==> config.mk <==
export PLATFORM = sky130hd
export DESIGN_NAME = reg_write_queue
export DESIGN_NICKNAME = d
export VERILOG_FILES = /design/src/rtl/reg_write_queue.sv
export SDC_FILE = /design/constraint.sdc
export NUM_CORES = 1
export LEC_CHECK = 0
export ABC_CLOCK_PERIOD_IN_PS = 3710
export BUFFER_PORTS_ARGS = -buffer_cell sky130_fd_sc_hd__buf_2
export CAP_MARGIN = 20
export CORE_MARGIN = 1
export CORE_UTILIZATION = 25
export DETAILED_ROUTE_END_ITERATION = 10
export PLACE_DENSITY = 0.44
export SETUP_SLACK_MARGIN = 0.15
export SLEW_MARGIN = 20
export SYNTH_ARGS = -nofsm -noshare
export SYNTH_HDL_FRONTEND = slang
export SYNTH_SLANG_ARGS = --single-unit
==> constraint.sdc <==
create_clock -name clk -period 3.71 [get_ports clk]
set_input_delay 1.113 -clock clk [delete_from_list [all_inputs] [get_ports clk]]
set_output_delay 1.113 -clock clk [all_outputs]
set_load 0.1 [all_outputs]
==> src/rtl/reg_write_queue.sv <==
// reg_write_queue: 4-entry in-order FIFO of pending register-file writes.
// Drain: the head entry is offered to the register file whenever the queue is
// non-empty and drain_en is high, and it is popped on that same edge.
// Read forwarding: src_dataK can be taken from the youngest pending entry that
// targets src_regK. This is compiled in only when REG_WRITE_QUEUE_FWD_EN is defined.
// Latency: push in cycle N is visible at the head and drainable in cycle N+1.
// Backpressure: wr_ready is low only when the queue is full. A full queue refuses
// pushes even in a cycle that also pops.
// Ports:
//   clk, rst                             clock and synchronous active-high reset
//   wr_valid/wr_ready/wr_reg/wr_data     producer write request
//   drain_en, rf_write_reg, rf_dst_*     register-file write port
//   src_regK, rf_src_dataK, src_dataK    read IDs, raw read data, coherent read data
//   count                                occupancy, 0..4
module reg_write_queue #(
    parameter int DEPTH = 4
) (
    input  logic        clk,
    input  logic        rst,
    input  logic        wr_valid,
    input  logic [3:0]  wr_reg,
    input  logic [15:0] wr_data,
    output logic        wr_ready,
    input  logic        drain_en,
    output logic [3:0]  rf_dst_reg,
    output logic [15:0] rf_dst_data,
    output logic        rf_write_reg,
    input  logic [3:0]  src_reg1,
    input  logic [3:0]  src_reg2,
    input  logic [15:0] rf_src_data1,
    input  logic [15:0] rf_src_data2,
    output logic [15:0] src_data1,
    output logic [15:0] src_data2,
    output logic [2:0]  count
);

    localparam logic [2:0] LP_FULL = 3'(DEPTH);

    logic [3:0]  r_reg  [0:3];
    logic [15:0] r_data [0:3];
    logic [1:0]  r_head;
    logic [1:0]  r_tail;
    logic [2:0]  r_count;

    logic w_push;
    logic w_pop;
    logic w_empty;

    assign w_empty      = (r_count == 3'd0);
    assign wr_ready     = (r_count != LP_FULL);
    assign rf_write_reg = !w_empty && drain_en;
    assign w_push       = wr_valid && wr_ready;
    assign w_pop        = rf_write_reg;
    assign count        = r_count;

    assign rf_dst_reg  = w_empty ? 4'd0  : r_reg[r_head];
    assign rf_dst_data = w_empty ? 16'd0 : r_data[r_head];

    // Pointers and occupancy. 2-bit pointers wrap naturally from 3 to 0.
    always_ff @(posedge clk) begin
        if (rst) begin
            r_head  <= 2'd0;
            r_tail  <= 2'd0;
            r_count <= 3'd0;
        end else begin
            if (w_push) r_tail <= r_tail + 2'd1;
            if (w_pop)  r_head <= r_head + 2'd1;
            case ({w_push, w_pop})
                2'b10:   r_count <= r_count + 3'd1;
                2'b01:   r_count <= r_count - 3'd1;
                default: r_count <= r_count;
            endcase
        end
    end

    // Entry storage is not reset. Occupancy alone decides which entries are live.
    always_ff @(posedge clk) begin
        if (!rst && w_push) begin
            r_reg[r_tail]  <= wr_reg;
            r_data[r_tail] <= wr_data;
        end
    end

`ifdef REG_WRITE_QUEUE_FWD_EN
    // Scan from oldest (head) to youngest, so the last match wins.
    // The head entry still counts while it is being popped, because the register
    // file only captures it at the end of this cycle.
    // Same-cycle wr_* inputs are deliberately not searched.
    always_comb begin
        logic [1:0] w_idx;
        w_idx     = 2'd0;
        src_data1 = rf_src_data1;
        src_data2 = rf_src_data2;
        for (int i = 0; i < 4; i++) begin
            w_idx = r_head + i[1:0];
            if (3'(i) < r_count) begin
                if (r_reg[w_idx] == src_reg1) src_data1 = r_data[w_idx];
                if (r_reg[w_idx] == src_reg2) src_data2 = r_data[w_idx];
            end
        end
    end
`else
    // Without forwarding, read data passes straight through and the read IDs are unused here.
    logic w_unused_src;
    assign w_unused_src = ^{src_reg1, src_reg2};
    assign src_data1    = rf_src_data1;
    assign src_data2    = rf_src_data2;
`endif

endmodule

==> results of run 1 <==
-- path summary, 6_finish.rpt --
kind / start / to / slack (ns) / depth (start not counted)
worst max register to register: count[2] / count[2] / 0.93 / 9
worst min register to register: r_head[1] / flop / 0.50 / 2
worst max-delay path: flop / rf_dst_reg[1] / 0.48 / 4
worst min-delay path: r_head[1] / flop / 0.50 / 2
-- cells in the mapped netlist (2+ instances only) --
cell type / instances / area share, %
a21oi_1: 3 / 0.40
buf_2: 2 / 0.27
buf_4: 32 / 6.4
clkbuf_1: 5 / 0.50
dfxtp_1: 9 / 4.8
edfxtp_1: 80 / 64
ha_1: 5 / 1.7
inv_1: 7 / 0.70
mux4_2: 20 / 12
nand2b_1: 2 / 0.34
nor2_1: 7 / 0.70
nor2b_1: 20 / 3.4
nor3b_1: 4 / 0.80
o21ai_0: 2 / 0.27
xor2_1: 3 / 0.70
-- worst register-to-register path: stages, from the launching register on --
cell and delay [ns]:
dfxtp_1 0.42, or3b_4 0.40, and2_4 0.18, inv_1 0.30, ha_1 0.27, inv_1 0.06
fa_1 0.37, xor2_1 0.16, or3_2 0.41, a21oi_1 0.15
-- final cells by class --
type / instances / area [µm²] / share of cell area [%]
clock buffers: 10 / 229 / 5.30
diodes: 1 / 2.50 / 0.0579
inverters: 7 / 26.3 / 0.608
clock inverters: 6 / 43.8 / 1.01
well taps: 184 / 230 / 5.32
flip-flops and latches: 89 / 2580 / 59.8
repair buffers: 55 / 305 / 7.06
multi-input cells: 76 / 903 / 20.9
-- logic make-up after synthesis --
logic type	share of synthesized area, %
muxes	12.7
adders and majority gates	2.21
and+or+nand+nor	6.34
xor gates and xnor gates	0.704
DFF	69.2
buffers and inverters	7.91
AOI/OAI and AO/OA	0.872
-- power by group through the flow --
| stage | logic (mW) | registers (mW) | clock network [mW] |
|---|---|---|---|
| floorplan | 1.64 | 1.32 | 0 |
| global placement | 1.89 | 1.27 | 0 |
| detailed placement | 1.89 | 1.27 | 0 |
| CTS | 1.89 | 1.25 | 0.849 |
| global route | 1.95 | 1.26 | 0.891 |
| finish | 1.85 | 1.25 | 0.824 |
-- metal layers --
layer | track usage, % | vias up | wire, µm
met5 | 0 | - | 13
met2 | 16.7 | 56 | 3550
met3 | 2.79 | 43 | 516
met4 | 7.66 | 2 | 337
li1 | - | 813 | -
met1 | 11.0 | 863 | 2770
==> flow_metrics.tcl, run 1 <==
set metrics [dict create \
    status "completed" \
    place_area_mm2 0.00405 \
    ys_warn_count 0 \
    crit_arrival_ns 2.12 \
    grt_pass1_vias 1904 \
    syn-num-nets 281 \
    clock-sinks 89 \
    io_pins 121 \
    wirelength_um 7190 \
    crit_type "reg2out" \
    yosysSeqAreaShare_pct 69.2 \
    cts-root-buf "clkbuf_16" \
    cts_resized 0 \
    max_slew_margin_pct 66.0 \
    slowest_stage "dfxtp_2" \
    final_cell_area_mm2 0.00432 \
    critPathTopFamily "flip-flops" \
    layout_commonest_cell "edfxtp_1" \
    cts_tree "yes" \
    dp_hpwl_um 4480 \
    syn_to_final_growth_pct 15.9 \
    internal_power_mw 2.03 \
    end_kind "output port" \
    hold_class "reg2reg" \
    track_usage_pct 10.1 \
    grt_pass1_wl_um 10700 \
    wl_per_cell_um 16.8 \
    critPathBufInv 2 \
    dp_slack_ns 0.567 \
    required_ns 2.60 \
    p_sw_share_pct 48.3 \
    start_util_pct 25.7 \
    drive_gt1_share_pct 41.2 \
    clock_latency_ns 0.34 \
    synth_enable_flop_cells 80 \
    post-route-period-util_pct 87.1 \
    clk_pin_slew_ns 0.06 \
    overflow 0 \
    ir_drop_mv 0.575 \
    post_cts_buffers 0 \
    cp-start-kind "flop" \
    synthArstFlopShare_pct 0 \
    rows 44 \
    fillers 1476 \
    fin_crit_ns 3.23 \
    power_frac_comb_pct 47.3 \
    rsz0062_at_grt "false" \
    finalMaxSlewViolations 0 \
    drtAntennaViolNets 0 \
    post-route-util_pct 29.8 \
    fmax_ghz 0.309 \
    grt_max_degree 23 \
    fp.coreArea_mm2 0.0145 \
    cp_max_fo 11 \
    cellPowerDensity_mw_per_mm2 908 \
    finalSetupTns_ns 0 \
    clock_path_buffers 2 \
    syn_area_mm2 0.00373 \
    portBuffers 48 \
    htree_num_levels 3 \
    finalWorstSetupSlack_ns 0.477 \
    yosysUniqueCellTypes 25 \
    drc_errors 0 \
    numCtsBuffers 9 \
    finalHoldViolCount 0 \
    instances_no_fill 428 \
    die_h_um 124 \
    largest_register_ffs 64 \
    die_area_mm2 0.0154 \
    power_mw 3.92 \
    vias 1777 \
    fin_hold_ws_ns 0.496 \
    p_leak_nw 1.48 \
    dieWidth_um 124 \
    synth_cells 211 \
    p_sw_mw 1.89 \
    avgSynthCellArea_um2 17.7 \
    gp_congestion 0.678 \
    dpl.cell_count 411 \
    antenna_found_initial 2 \
    most-common-layout-cells "edfxtp_1 (80), buf_2 (48), mux4_2 (20), nor2b_1 (20), clkbuf_16 (9)" \
    seq_power_share_pct 31.7 \
    worst_pin_slew_ns 0.513 \
    cpPeakStageDelay_ns 0.59 \
    routed_via_density 4.15 \
    maxCapViolations 0 \
    setup_violations 0 \
    cp_cell_sequence "buf_12 > mux4_2 > nor2b_1 > buf_2" \
    p_clk_share_pct 21.0 \
    ys.flop_type "edfxtp_1" \
    drt_iter0_drc 50 \
    synth-seq-cells 89 \
    skew_ns 0.00755 \
    nNetsFinal 308 \
    cts_hold_buf 0 \
    dr.pass1.iters 4 \
]
Power figures use the tool's default switching activity.
==> run 2, diff against run 1 <==
--- a/config.mk
+++ b/config.mk
@@ -7,11 +7,13 @@
 export LEC_CHECK = 0
 export ABC_CLOCK_PERIOD_IN_PS = 3710
 export BUFFER_PORTS_ARGS = -buffer_cell sky130_fd_sc_hd__buf_2
-export CAP_MARGIN = 20
+export CAP_MARGIN = 40
 export CORE_MARGIN = 1
 export CORE_UTILIZATION = 25
 export DETAILED_ROUTE_END_ITERATION = 10
+export GPL_TIMING_DRIVEN = 0
 export PLACE_DENSITY = 0.44
+export RECOVER_POWER = 50
 export SETUP_SLACK_MARGIN = 0.15
 export SLEW_MARGIN = 20
 export SYNTH_ARGS = -nofsm -noshare
==> flow_metrics.tcl, run 2 (synthesis gave the netlist of run 1 again) <==
set metrics [dict create \
    fin_crit_ns 3.33 \
    crit_arrival_ns 2.21 \
    rows 44 \
    power_frac_comb_pct 49.5 \
    drtAntennaViolNets 0 \
    final_cell_area_mm2 0.00470 \
    clock_latency_ns 0.34 \
    most-common-layout-cells "edfxtp_1 (80), buf_2 (61), buf_4 (32)" \
    clk_pin_slew_ns 0.06 \
    p_clk_share_pct 20.9 \
    seq_power_share_pct 29.6 \
    cts_hold_buf 0 \
    nNetsFinal 379 \
    post_cts_buffers 0 \
    cp-start-kind "flop" \
    p_leak_nw 1.69 \
    place_area_mm2 0.00451 \
    r2r_setup_slack_ns 0.84 \
    ir_drop_mv 0.493 \
    internal_power_mw 2.04 \
    routed_via_density 4.09 \
    dieWidth_um 124 \
    grt_max_degree 18 \
    start_util_pct 25.7 \
    wl_per_cell_um 14.9 \
    numCtsBuffers 9 \
    vias 2038 \
    cellPowerDensity_mw_per_mm2 871 \
    htree_num_levels 3 \
    finalMaxSlewViolations 7 \
    io_pins 121 \
    rsz0062_at_grt "false" \
    drive_gt1_share_pct 43.3 \
    cts-root-buf "clkbuf_16" \
    required_ns 2.60 \
    fmax_ghz 0.301 \
    drt_iter0_drc 52 \
    min_path_cells 2 \
    r2r_cells 6 \
    r2r_start "count[0]" \
    die_h_um 124 \
    finalHoldViolCount 0 \
    p_sw_share_pct 50.1 \
    maxCapViolations 1 \
    grt_pass1_wl_um 10800 \
    p_sw_mw 2.05 \
    drc_errors 0 \
    r2r_end "r_data[0][5]" \
    skew_ns 0.00913 \
    layout_commonest_cell "edfxtp_1" \
    diodes 0 \
    dp_hpwl_um 5170 \
    fin_hold_ws_ns 0.508 \
    clock-sinks 89 \
    setup_violations 0 \
    antenna_found_initial 0 \
    worst_pin_slew_ns 1.53 \
    post-route-util_pct 32.3 \
    cp_max_fo 10 \
    fp.coreArea_mm2 0.0145 \
    crit_type "reg2out" \
    syn_to_final_growth_pct 26.0 \
    status "complete, but fails checks" \
    end_kind "output port" \
    clock_path_buffers 2 \
    violations "capacitance limit, slew limit" \
    grt_pass1_vias 1979 \
    gp_congestion 0.695 \
    dr.pass1.iters 3 \
    cts_resized 0 \
    portBuffers 80 \
    wirelength_um 7440 \
    die_area_mm2 0.0154 \
    post-route-period-util_pct 89.6 \
    overflow 0 \
    cts_tree "yes" \
    track_usage_pct 10.0 \
    hold_class "reg2reg" \
    max_slew_margin_pct -1.92 \
    hp-start "r_head[1]" \
    largest_register_ffs 64 \
]
[run 2: cell count changes in the layout (fill, tap and decap cells not counted), moves of 2 or more]
cell | previous run | this run
buf_4 | 6 | 32
buf_2 | 48 | 61
clkbuf_1 | 1 | 28
buf_6 | 0 | 2
nor3b_4 | 4 | 1
nor3b_1 | 0 | 3
buf_8 | 0 | 3
inv_8 | 0 | 2
[run 2: layout make-up]
| class | instances | area (µm²) |
|---|---|---|
| clock buffers | 9 | 225 |
| inverters | 7 | 26.3 |
| multi-input cells | 76 | 856 |
| repair buffers | 87 | 449 |
| well taps | 184 | 230 |
| plain buffers | 39 | 269 |
| clock inverters | 7 | 61.3 |
| flip-flops and latches | 89 | 2580 |
| fillers | 1463 | 9830 |
[run 2: power groups by stage]
stage          sequential (mW)  clock, mW  combinational, mW
2_1_floorplan             1.32          0               1.64
3_3_place_gp              1.23          0               2.06
3_5_place_dp              1.23          0               2.09
4_1_cts                   1.21      0.877               2.10
5_1_grt                   1.22      0.915               2.14
6_report                  1.21      0.857               2.02
[run 2: critical path: stages (launching register included)]
cell and delay [ns]:
dfxtp_1 0.32, clkbuf_1 0.59, mux4_2 0.32, nor2b_1 0.18, buf_2 0.46
[run 2: worst max-delay path by stage]
stage                         from               to  slack, ns  cells after the start
after floorplan           count[1]   rf_dst_data[0]      -0.20                      3
after global placement         rst    r_data[0][12]       0.02                      3
after detailed placement  wr_valid         count[2]       0.58                      9
after CTS                     flop  rf_dst_data[10]       0.35                      4
after global routing          flop   rf_dst_data[8]       0.22                      4
final                         flop   rf_dst_data[8]       0.38                      4
[run 2: layer usage]
layer,vias to the layer above,part of all wire [%],global-route usage [%]
li1,953,-,-
met1,981,44,12.6
met2,96,47,16.1
met3,8,8.3,3.25
met4,0,1.2,3.79
met5,-,0,0
[run 2: through the flow]
| stage | total power [mW] | setup slack [ns] | TNS [ns] | instances |
|---|---|---|---|---|
| floorplan | 2.96 | -0.202 | -4.05 | 211 |
| global placement | 3.30 | 0.0166 | 0 | 475 |
| detailed placement | 3.33 | 0.581 | 0 | 482 |
| CTS | 4.18 | 0.354 | 0 | 498 |
| global route | 4.27 | 0.218 | 0 | 498 |
| finish | 4.09 | 0.385 | 0 | 498 |
==> run 3, diff against run 2 <==
--- a/config.mk
+++ b/config.mk
@@ -5,6 +5,7 @@
 export SDC_FILE = /design/constraint.sdc
 export NUM_CORES = 1
 export LEC_CHECK = 0
+export ABC_AREA = 1
 export ABC_CLOCK_PERIOD_IN_PS = 3710
 export BUFFER_PORTS_ARGS = -buffer_cell sky130_fd_sc_hd__buf_2
 export CAP_MARGIN = 40
==> flow_metrics.tcl, run 3 <==
set metrics [dict create \
    clk_pin_slew_ns 0.06 \
    instances_no_fill 626 \
    skew_ns 0.00565 \
    setup_violations 0 \
    synth_common_cells "nor2_1 (93), edfxtp_1 (80), buf_4 (35), o21ai_0 (29), a21oi_1 (23)" \
    drc_errors 0 \
    largest_register_ffs 64 \
    layout_commonest_cell "nor2_1" \
    rows 45 \
    avgSynthCellArea_um2 11.3 \
    synth-seq-cells 89 \
    synthArstFlopShare_pct 0 \
    post_cts_buffers 0 \
    r2r_start "count[1]" \
    overflow 0 \
    portBuffers 80 \
    fp.coreArea_mm2 0.0151 \
    ys.flop_type "edfxtp_1" \
    fmax_ghz 0.324 \
    drive_gt1_share_pct 26.9 \
    syn_area_mm2 0.00388 \
    nNetsFinal 503 \
    ys_warn_count 0 \
    dr.pass1.iters 4 \
    rsz0062_at_grt "false" \
    crit_type "in2reg" \
    grt_pass1_vias 2634 \
    ir_drop_mv 0.552 \
    track_usage_pct 11.4 \
    dieWidth_um 127 \
    diodes 0 \
    gp_congestion 0.695 \
    hold_class "reg2reg" \
    dpl.cell_count 610 \
    fin_hold_ws_ns 0.517 \
    power_mw 4.35 \
    die_h_um 127 \
    htree_num_levels 3 \
    end_kind "flop" \
    grt_max_degree 21 \
    required_ns 3.65 \
    cts-root-buf "clkbuf_16" \
    cp_max_fo 20 \
    most-common-layout-cells "nor2_1 (89), edfxtp_1 (80), buf_2 (54)" \
    drtAntennaViolNets 0 \
    clock_latency_ns 0.33 \
    yosysUniqueCellTypes 20 \
    io_pins 121 \
    synth.most_common_cell "nor2_1" \
    wl_per_cell_um 14.1 \
    routed_via_density 4.25 \
    final_cell_area_mm2 0.00481 \
    syn_to_final_growth_pct 24.0 \
    finalWorstSetupSlack_ns 0.625 \
    cts_resized 0 \
    worst_pin_slew_ns 1.25 \
    synth_cells 342 \
    crit_arrival_ns 3.02 \
    drt_iter0_drc 103 \
    place_area_mm2 0.00454 \
    ys_top_cells_by_area "edfxtp_1 (62%), nor2_1 (9.0%), buf_4 (6.8%)" \
    r2r_end "r_data[2][8]" \
    cp-startpoint "wr_valid" \
    status "completed" \
    worstSetupEndpoint "r_data[2][8]" \
    syn-num-nets 412 \
    finalMaxSlewViolations 0 \
    antenna_found_initial 1 \
    vias 2662 \
    die_area_mm2 0.0160 \
    yosysSeqAreaShare_pct 66.6 \
    finalHoldViolCount 0 \
    p_leak_nw 1.86 \
    post-route-period-util_pct 83.1 \
    dp_slack_ns 0.763 \
    clock_path_buffers 2 \
    maxCapViolations 0 \
    grt_pass1_wl_um 13400 \
    max_slew_margin_pct 16.5 \
    yosysTopAreaCell "edfxtp_1" \
    wirelength_um 8830 \
    r2r_cells 4 \
    fin_crit_ns 3.08 \
    cp-start-kind "input pin" \
    cts_hold_buf 0 \
    finalSetupTns_ns 0 \
    r2r_setup_slack_ns 1.08 \
    dp_hpwl_um 5830 \
    numCtsBuffers 9 \
    clock-sinks 89 \
    cellPowerDensity_mw_per_mm2 903 \
    synth_enable_flop_cells 80 \
    synth_top_area_share_pct 61.9 \
    cts_tree "yes" \
    post-route-util_pct 31.8 \
    start_util_pct 25.6 \
]
-- run 3: changes by cell type after synthesis, sizes merged, moves of 2 or more --
cell    change
a21oi      +20
or3         -2
nor2b      -20
mux4       -20
buf         +5
nand2b      -2
nand2      +14
inv        +13
nand3       +4
nor2       +87
xor2        -3
clkbuf      +3
nor3b       -4
o21ai      +40
-- run 3: critical path: stages --
cell	delay [ns]
clkbuf_1	0.12
a21boi_0	0.46
nand2_1	0.32
nor2_2	1.02
-- run 3: layout make-up --
type                    instances  area [µm²]
plain buffers                  47         363
clock buffers                  11         233
clock inverters                 5        80.1
fillers                      1515       10300
inverters                      20        75.1
multi-input cells             186         875
flip-flops and latches         89        2580
well taps                     188         235
repair buffers                 80         368
-- run 3: worst min-delay path by stage --
| stage | from | slack [ns] | end | cells after the start |
|---|---|---|---|---|
| 2_1_floorplan | r_head[1] | 0.46 | flop | 2 |
| 3_3_place_gp | r_head[1] | 0.49 | r_head[1] | 2 |
| 3_5_place_dp | r_head[1] | 0.50 | r_head[1] | 2 |
| 4_1_cts | r_head[1] | 0.52 | r_head[1] | 2 |
| 5_1_grt | r_head[1] | 0.56 | r_head[1] | 2 |
| 6_report | r_head[1] | 0.52 | r_head[1] | 2 |
-- run 3: layer usage --
layer,GRT usage [%],vias to the layer above,share of wire [%]
met3,3.37,12,6.6
met4,4.46,2,1.6
met5,0,-,0.20
met2,20.0,96,47
li1,-,1310,-
met1,13.0,1242,44
-- run 3: logic make-up after synthesis --
group	synth area share (%)
compound gates	8.68
fa+ha+maj	2.13
buf+inv	11.3
flops	66.6
simple gates	11.3
-- run 3: power by group --
group          switching [mW]  internal, mW  total [mW]
registers              0.0354          1.17        1.20
logic                    1.84         0.361        2.20
clock network           0.349         0.589       0.938
total                    2.23          2.12        4.35
